**src/rtl/cjb_mem_arbiter.sv**
```systemverilog
// Two-master arbiter/sequencer for the single-port data RAM; CJB_ARB_ROUND_ROBIN_EN selects round-robin ties.
// Latency: ack 2 cycles after request sample for writes, 2+READ_LAT for reads.
// Backpressure: one transaction in flight; requests stay pending (level) until their ack.
module cjb_mem_arbiter #(
    parameter int AW       = 8,
    parameter int DW       = 16,
    parameter int READ_LAT = 1
) (
    input  logic          clk,
    input  logic          rst_n,
    input  logic          req0,
    input  logic          req1,
    input  logic          we0,
    input  logic          we1,
    input  logic [AW-1:0] addr0,
    input  logic [AW-1:0] addr1,
    input  logic [DW-1:0] wdata0,
    input  logic [DW-1:0] wdata1,
    output logic          ack0,
    output logic          ack1,
    output logic [DW-1:0] rdata,
    output logic [1:0]    grant,
    output logic          busy,
    output logic          mem_en,
    output logic          mem_we,
    output logic [AW-1:0] mem_addr,
    output logic [DW-1:0] mem_wdata,
    input  logic [DW-1:0] mem_rdata
);

    typedef enum logic [1:0] {IDLE, ACCESS, WAIT, DONE} state_t;

    localparam logic [1:0] LAT_INIT = 2'(READ_LAT - 1);

    state_t        state;
    logic          lat_we;
    logic [AW-1:0] lat_addr;
    logic [DW-1:0] lat_wdata;
    logic [1:0]    cnt;
    logic          pick1;

`ifdef CJB_ARB_ROUND_ROBIN_EN
    logic          last_grant;

    always_comb begin
        pick1 = 1'b0;
        if (req0 && req1)
            pick1 = !last_grant;
        else
            pick1 = req1;
    end

    always_ff @(posedge clk or negedge rst_n) begin
        if (!rst_n)
            last_grant <= 1'b1;
        else if (state == DONE)
            last_grant <= grant[1];
    end
`else
    always_comb begin
        pick1 = 1'b0;
        pick1 = req1 && !req0;
    end
`endif

    // RAM port is a pure decode of state and latches; idle values are forced to zero.
    assign mem_en    = (state == ACCESS);
    assign mem_we    = mem_en & lat_we;
    assign mem_addr  = mem_en ? lat_addr  : '0;
    assign mem_wdata = mem_en ? lat_wdata : '0;

    always_ff @(posedge clk or negedge rst_n) begin
        if (!rst_n) begin
            state     <= IDLE;
            lat_we    <= 1'b0;
            lat_addr  <= '0;
            lat_wdata <= '0;
            cnt       <= 2'd0;
            grant     <= 2'b00;
            busy      <= 1'b0;
            ack0      <= 1'b0;
            ack1      <= 1'b0;
            rdata     <= '0;
        end else begin
            case (state)
                IDLE: begin
                    if (req0 || req1) begin
                        lat_we    <= pick1 ? we1    : we0;
                        lat_addr  <= pick1 ? addr1  : addr0;
                        lat_wdata <= pick1 ? wdata1 : wdata0;
                        grant     <= pick1 ? 2'b10  : 2'b01;
                        busy      <= 1'b1;
                        state     <= ACCESS;
                    end
                end
                ACCESS: begin
                    if (lat_we) begin
                        ack0  <= grant[0];
                        ack1  <= grant[1];
                        state <= DONE;
                    end else begin
                        cnt   <= LAT_INIT;
                        state <= WAIT;
                    end
                end
                WAIT: begin
                    if (cnt != 2'd0) begin
                        cnt <= cnt - 2'd1;
                    end else begin
                        rdata <= mem_rdata;
                        ack0  <= grant[0];
                        ack1  <= grant[1];
                        state <= DONE;
                    end
                end
                DONE: begin
                    ack0  <= 1'b0;
                    ack1  <= 1'b0;
                    grant <= 2'b00;
                    busy  <= 1'b0;
                    state <= IDLE;
                end
                default: state <= IDLE;
            endcase
        end
    end

endmodule

```
**config.mk**
```make
export PLATFORM = sky130hd
export DESIGN_NAME = cjb_mem_arbiter
export DESIGN_NICKNAME = d
export VERILOG_FILES = /design/src/rtl/cjb_mem_arbiter.sv
export SDC_FILE = /design/constraint.sdc
export NUM_CORES = 1
export LEC_CHECK = 0
export ABC_AREA = 1
export CORE_MARGIN = 4
export CORE_UTILIZATION = 40
export CTS_BUF_LIST = sky130_fd_sc_hd__clkbuf_8
export CTS_CLUSTER_DIAMETER = 100
export DETAILED_ROUTE_END_ITERATION = 10
export PLACE_DENSITY = 0.74
export SETUP_SLACK_MARGIN = 0.1
export SYNTH_ARGS = -nofsm -noshare
export SYNTH_HDL_FRONTEND = slang
export SYNTH_SLANG_ARGS = --single-unit
```
**constraint.sdc**
```tcl
create_clock -name clk -period 4.21 [get_ports clk]
set_input_delay 0.842 -clock clk [delete_from_list [all_inputs] [get_ports clk]]
set_output_delay 0.842 -clock clk [all_outputs]
set_load 0.02 [all_outputs]
```
* Yosys cells after proc, flatten, opt, wreduce, memory -nomap -nowiden
Index checks and enable logic that the tools add are counted.
Storage, ports and cells: register bits after elaboration 50, input bits 70, output and inout bits 47, word-level logic and storage cells 58
Operators by class: add/sub/neg operators 1, equal/unequal tests 8, muxes and demuxes 23, bitwise operators 2, reductions and logical operators 14
Operators by type and width (count):
- 16-bit two-way mux | 2
- 8-bit two-way mux | 2
- 2-bit two-way mux | 6
- 2-bit != test, second input constant | 4
- 2-bit one-hot mux with 2 select lines | 2
- 2-bit one-hot mux with 4 select lines | 1
- 2-bit AND reduction | 4
- 1-bit two-way mux | 7
- 1-bit one-hot mux with 3 select lines | 2
- 3-bit AND reduction | 2
- 2-bit nonzero test | 3
- 2-bit equality test, second input constant | 2
- 3-bit nonzero test | 1
- 2-bit by 1-bit equality test with 1-bit output, second input constant | 1
- 2-bit logical NOT | 1
- 2-bit by 1-bit != test with 1-bit output, second input constant | 1
- 1-bit one-hot mux with 2 select lines | 1
- 2-bit by 1-bit subtractor with 2-bit output, second input constant | 1
- 1-bit bitwise AND | 1
- 1-bit logical AND | 1
- 1-bit logical NOT | 1
- 1-bit logical OR | 1
- 1-bit inverter | 1

* Depth between registers and ports, before layout
depth after elaboration 5, depth in mapped cells 8, mapped depth without buffers 7

* Worst setup path after synthesis
OpenSTA, ideal clock, no wires.
kind flip-flop to output port, start reg state[1], end out mem_addr[4], arrival 1.265 ns, data required time 3.368 ns, path slack 2.103 ns, stages on the path, launching flop included 7, path buffers 2, cells stage by stage dfrtp_1 inv_1 ha_1 buf_2 clkbuf_1 nand2_1 inv_1
Between the ends: word-level cells in the longest chain between the ends 2
RTL lines:
- start: declaration | line 35 | state_t state;
- start signal: assignment | line 74 | state <= IDLE;
- start signal: assignment | line 93 | state <= ACCESS;
- start signal: assignment | line 100 | state <= DONE;
- 2-bit by 1-bit equality test with 1-bit output | line 67 | assign mem_en = (state == ACCESS);
- 8-bit two-way mux | line 69 | assign mem_addr = mem_en ? lat_addr : '0;
- end: declaration | line 26 | output logic [AW-1:0] mem_addr,
Every way passes these cells.

* Worst setup path in the final report
start reg state[1], end out mem_we
Between the ends: word-level cells in the longest chain between the ends 2
RTL lines:
- 2-bit by 1-bit equality test with 1-bit output | line 67
- 1-bit bitwise AND | line 68 | assign mem_we = mem_en & lat_we;
- end: declaration | line 25 | output logic mem_we,
Every way passes these cells.

==> impl_metrics.py <==
metrics = {
    "run_status": {
        "status": "finished clean",
    },
    "cts": {
        "ctsHtreeMaxLevel": 2,
        "cts_tree": "yes",
        "postCtsSetupRepairBufs": 0,
        "clockBufferDepth": 2,
        "cts.sinks": 50,
        "insertion_delay_ps": 300,
        "cts_hold_buf": 0,
        "cts_buffers": 5,
        "clock-root-buffer": "clkbuf_8",
        "cts.clk_slew.worst_paths_ps": 90,
        "cts_resized": 0,
    },
    "logic_synthesis": {
        "synthesis.nets": 480,
        "async_flop_share_pct": 100,
        "ys_warn_count": 0,
        "ys_seq_area_share_pct": 45.4,
        "synth_edf_count": 0,
        "yosysMostFrequentCell": "nand2_1",
        "synth_top_area_share_pct": 45.4,
        "netlist_area_mm2": 0.00276,
        "synth_commonest_cells": "179 x nand2_1, 86 x inv_1, 51 x nand3_1",
        "synth_area_per_cell_um2": 6.82,
        "yosysTopAreaCell": "dfrtp_1",
        "synth_ff_type": "dfrtp_1",
        "synth_area_leaders": "dfrtp_1 45%, nand2_1 24%, inv_1 12%",
        "yosysUniqueCellTypes": 19,
        "syn_inst": 404,
        "synth_seq_cells": 50,
    },
    "placement": {
        "placed_area_mm2": 0.00392,
        "hpwl_um": 5190,
        "portBuffers": 116,
        "gp_congestion": 0.797,
    },
    "critical_path": {
        "crit_fanout": 26,
        "cp.required_ps": 3370,
        "critPathArrivalTime_ps": 2570,
        "ff2ff_setup_slack_ps": 2090,
        "cp-startpoint": "state[1]",
        "critPathLaunchType": "flop",
        "worst_r2r_startpoint": "state[0]",
        "cp-end-kind": "output pin",
        "crit_buf_inv": 3,
        "critical_path_class": "reg -> out",
        "crit_slowest_cell": "ha_1",
        "path_cells": "inv_1, ha_1, nand2_1, inv_1, clkdlybuf4s50_1",
        "crit_family": "buffers and inverters",
        "worst_path_most_repeated_cell": "inv_1",
        "cpPeakStageDelay_ps": 820,
    },
    "power_and_ir_drop": {
        "p_total_uw": 2630,
        "powerDensity_mw_per_mm2": 651,
        "ir_drop_v": 0.000279,
        "p_leak_uw": 0.00229,
    },
    "grt": {
        "use_met3_pct": 6.20,
        "use_met2_pct": 27.5,
        "antenna_found_initial": 0,
        "grtUsageTotal_pct": 17.5,
        "met1_usage_pct": 23.5,
        "gr-max-usage-layer": "met2",
        "grt_max_degree": 51,
        "grt_pass1_vias": 2580,
        "grt_overflow": 0,
        "grt_pass1_wl_um": 12000,
    },
    "drt": {
        "wirelength_um": 7260,
        "vias": 2699,
        "drc": 0,
        "first_pass_iters": 4,
        "route.detailed.wl_per_inst_um": 12.3,
        "avgViaCountPerCell": 4.58,
        "ant_nets": 0,
        "drt-initial-drc-count": 128,
    },
    "timing": {
        "setup_viol": 0,
        "hold_viol_final": 0,
        "rsz0062_at_grt": "false",
        "finClkSkew_ps": 4.45,
        "relSlewSlack_pct": 24.2,
        "tns_ps": 0,
        "worst_slew_pin_slew_ps": 1140,
        "max_freq_mhz": 293,
        "holdWs_ps": 477,
        "maxSlewViolCount": 0,
        "finalCritPeriodShare_pct": 81.2,
        "period_minus_slack_ps": 3420,
    },
    "cells_and_area": {
        "antennaDiodeCount": 0,
        "nets": 587,
        "postLayoutCoreUtil_pct": 61.7,
        "drive_gt1_share_pct": 3.13,
        "fin_area_mm2": 0.00403,
        "area_delta_synth_final_pct": 46.3,
    },
    "die": {
        "die_h_um": 91.0,
        "coreArea_mm2": 0.00653,
        "start_util_pct": 42.2,
        "placementRows": 29,
        "io_pins": 117,
        "fp.dieW_um": 91.0,
        "die_area_mm2": 0.00828,
    },
    "worst_hold_path": {
        "hold_class": "reg -> reg",
        "min_from": "rdata[13]",
    },
    "run": {
        "max_cap_violations": 0,
    },
}
-- cell usage in the layout (no fill, tap or decap), drive strengths merged, types with 2 or more instances in the layout --
| master | synthesis | layout |
|---|---|---|
| nand2 | 181 | 181 |
| clkdlybuf4s50 | 0 | 115 |
| inv | 88 | 88 |
| nand3 | 51 | 51 |
| dfrtp | 50 | 50 |
| ha | 6 | 6 |
| clkbuf | 3 | 5 |
| nor2 | 5 | 5 |
| o21ai | 3 | 3 |
| nand4 | 2 | 2 |
| clkinvlp | 0 | 2 |
-- area by class of cell --
type / count / area [µm²]
clock inverter: 3 / 45.0
tap: 77 / 96.3
timing repair buffer: 116 / 1160
multi-input combinational: 250 / 1080
sequential: 50 / 1250
inverter: 88 / 330
clock buffer: 5 / 68.8
fill: 601 / 2500
-- logic make-up after synthesis --
logic type | count (synthesis) | synth area share, %
AO/OA/AOI/OAI | 4 | 0.863
adder cells (fa/ha/maj) | 6 | 2.72
flip-flops | 50 | 45.4
AND/OR/NAND/NOR | 240 | 35.7
buffers and inverters | 104 | 15.3
-- worst reg2reg max path, delay by kind of cell (launching register included) --
| kind | cells | cell delay (ps) |
|---|---|---|
| AOI/OAI and AO/OA | 1 | 80 |
| adders and majority gates | 1 | 650 |
| buffers and inverters | 1 | 130 |
| DFF | 1 | 450 |
| and+or+nand+nor | 3 | 730 |
-- power by group --
part | switching [µW] | leakage, µW | internal, µW | total (µW)
Sequential | 141 | 0.000617 | 718 | 859
Combinational | 830 | 0.00162 | 601 | 1430
Clock | 160 | 0.0000504 | 177 | 336
Total | 1130 | 0.00229 | 1500 | 2630
-- flip-flops by register name, summed over array words and instances, names as in the netlist --
name       count
ack0           1
ack1           1
busy           1
cnt            2
grant          2
lat_addr       8
lat_wdata     16
lat_we         1
rdata         16
state          2
-- stage by stage --
| stage | setup slack [ps] | cells |
|---|---|---|
| 3_3_place_gp | 1160 | 581 |
| 2_1_floorplan | 2100 | 404 |
| 6_report | 793 | 589 |
| 3_5_place_dp | 1090 | 581 |
| 5_1_grt | 583 | 589 |
| 4_1_cts | 758 | 589 |
-- worst paths after layout --
kind | depth (start not counted) | end
setup / recovery | 5 | mem_we
hold / removal | 2 | rdata[13]
hold reg to reg | 2 | rdata[13]
max in group asynchronous | 1 | lat_wdata[5]
min in group asynchronous | 1 | rdata[8]
setup reg to reg | 6 | cnt[1]
-- layer usage --
| layer | part of all wire [%] | wire (µm) |
|---|---|---|
| met2 | 45 | 3270 |
| met3 | 10 | 760 |
| met1 | 44 | 3180 |
| met4 | 0.57 | 41 |
| met5 | 0 | 0 |
No activity file was read; power rests on OpenSTA's default activity.
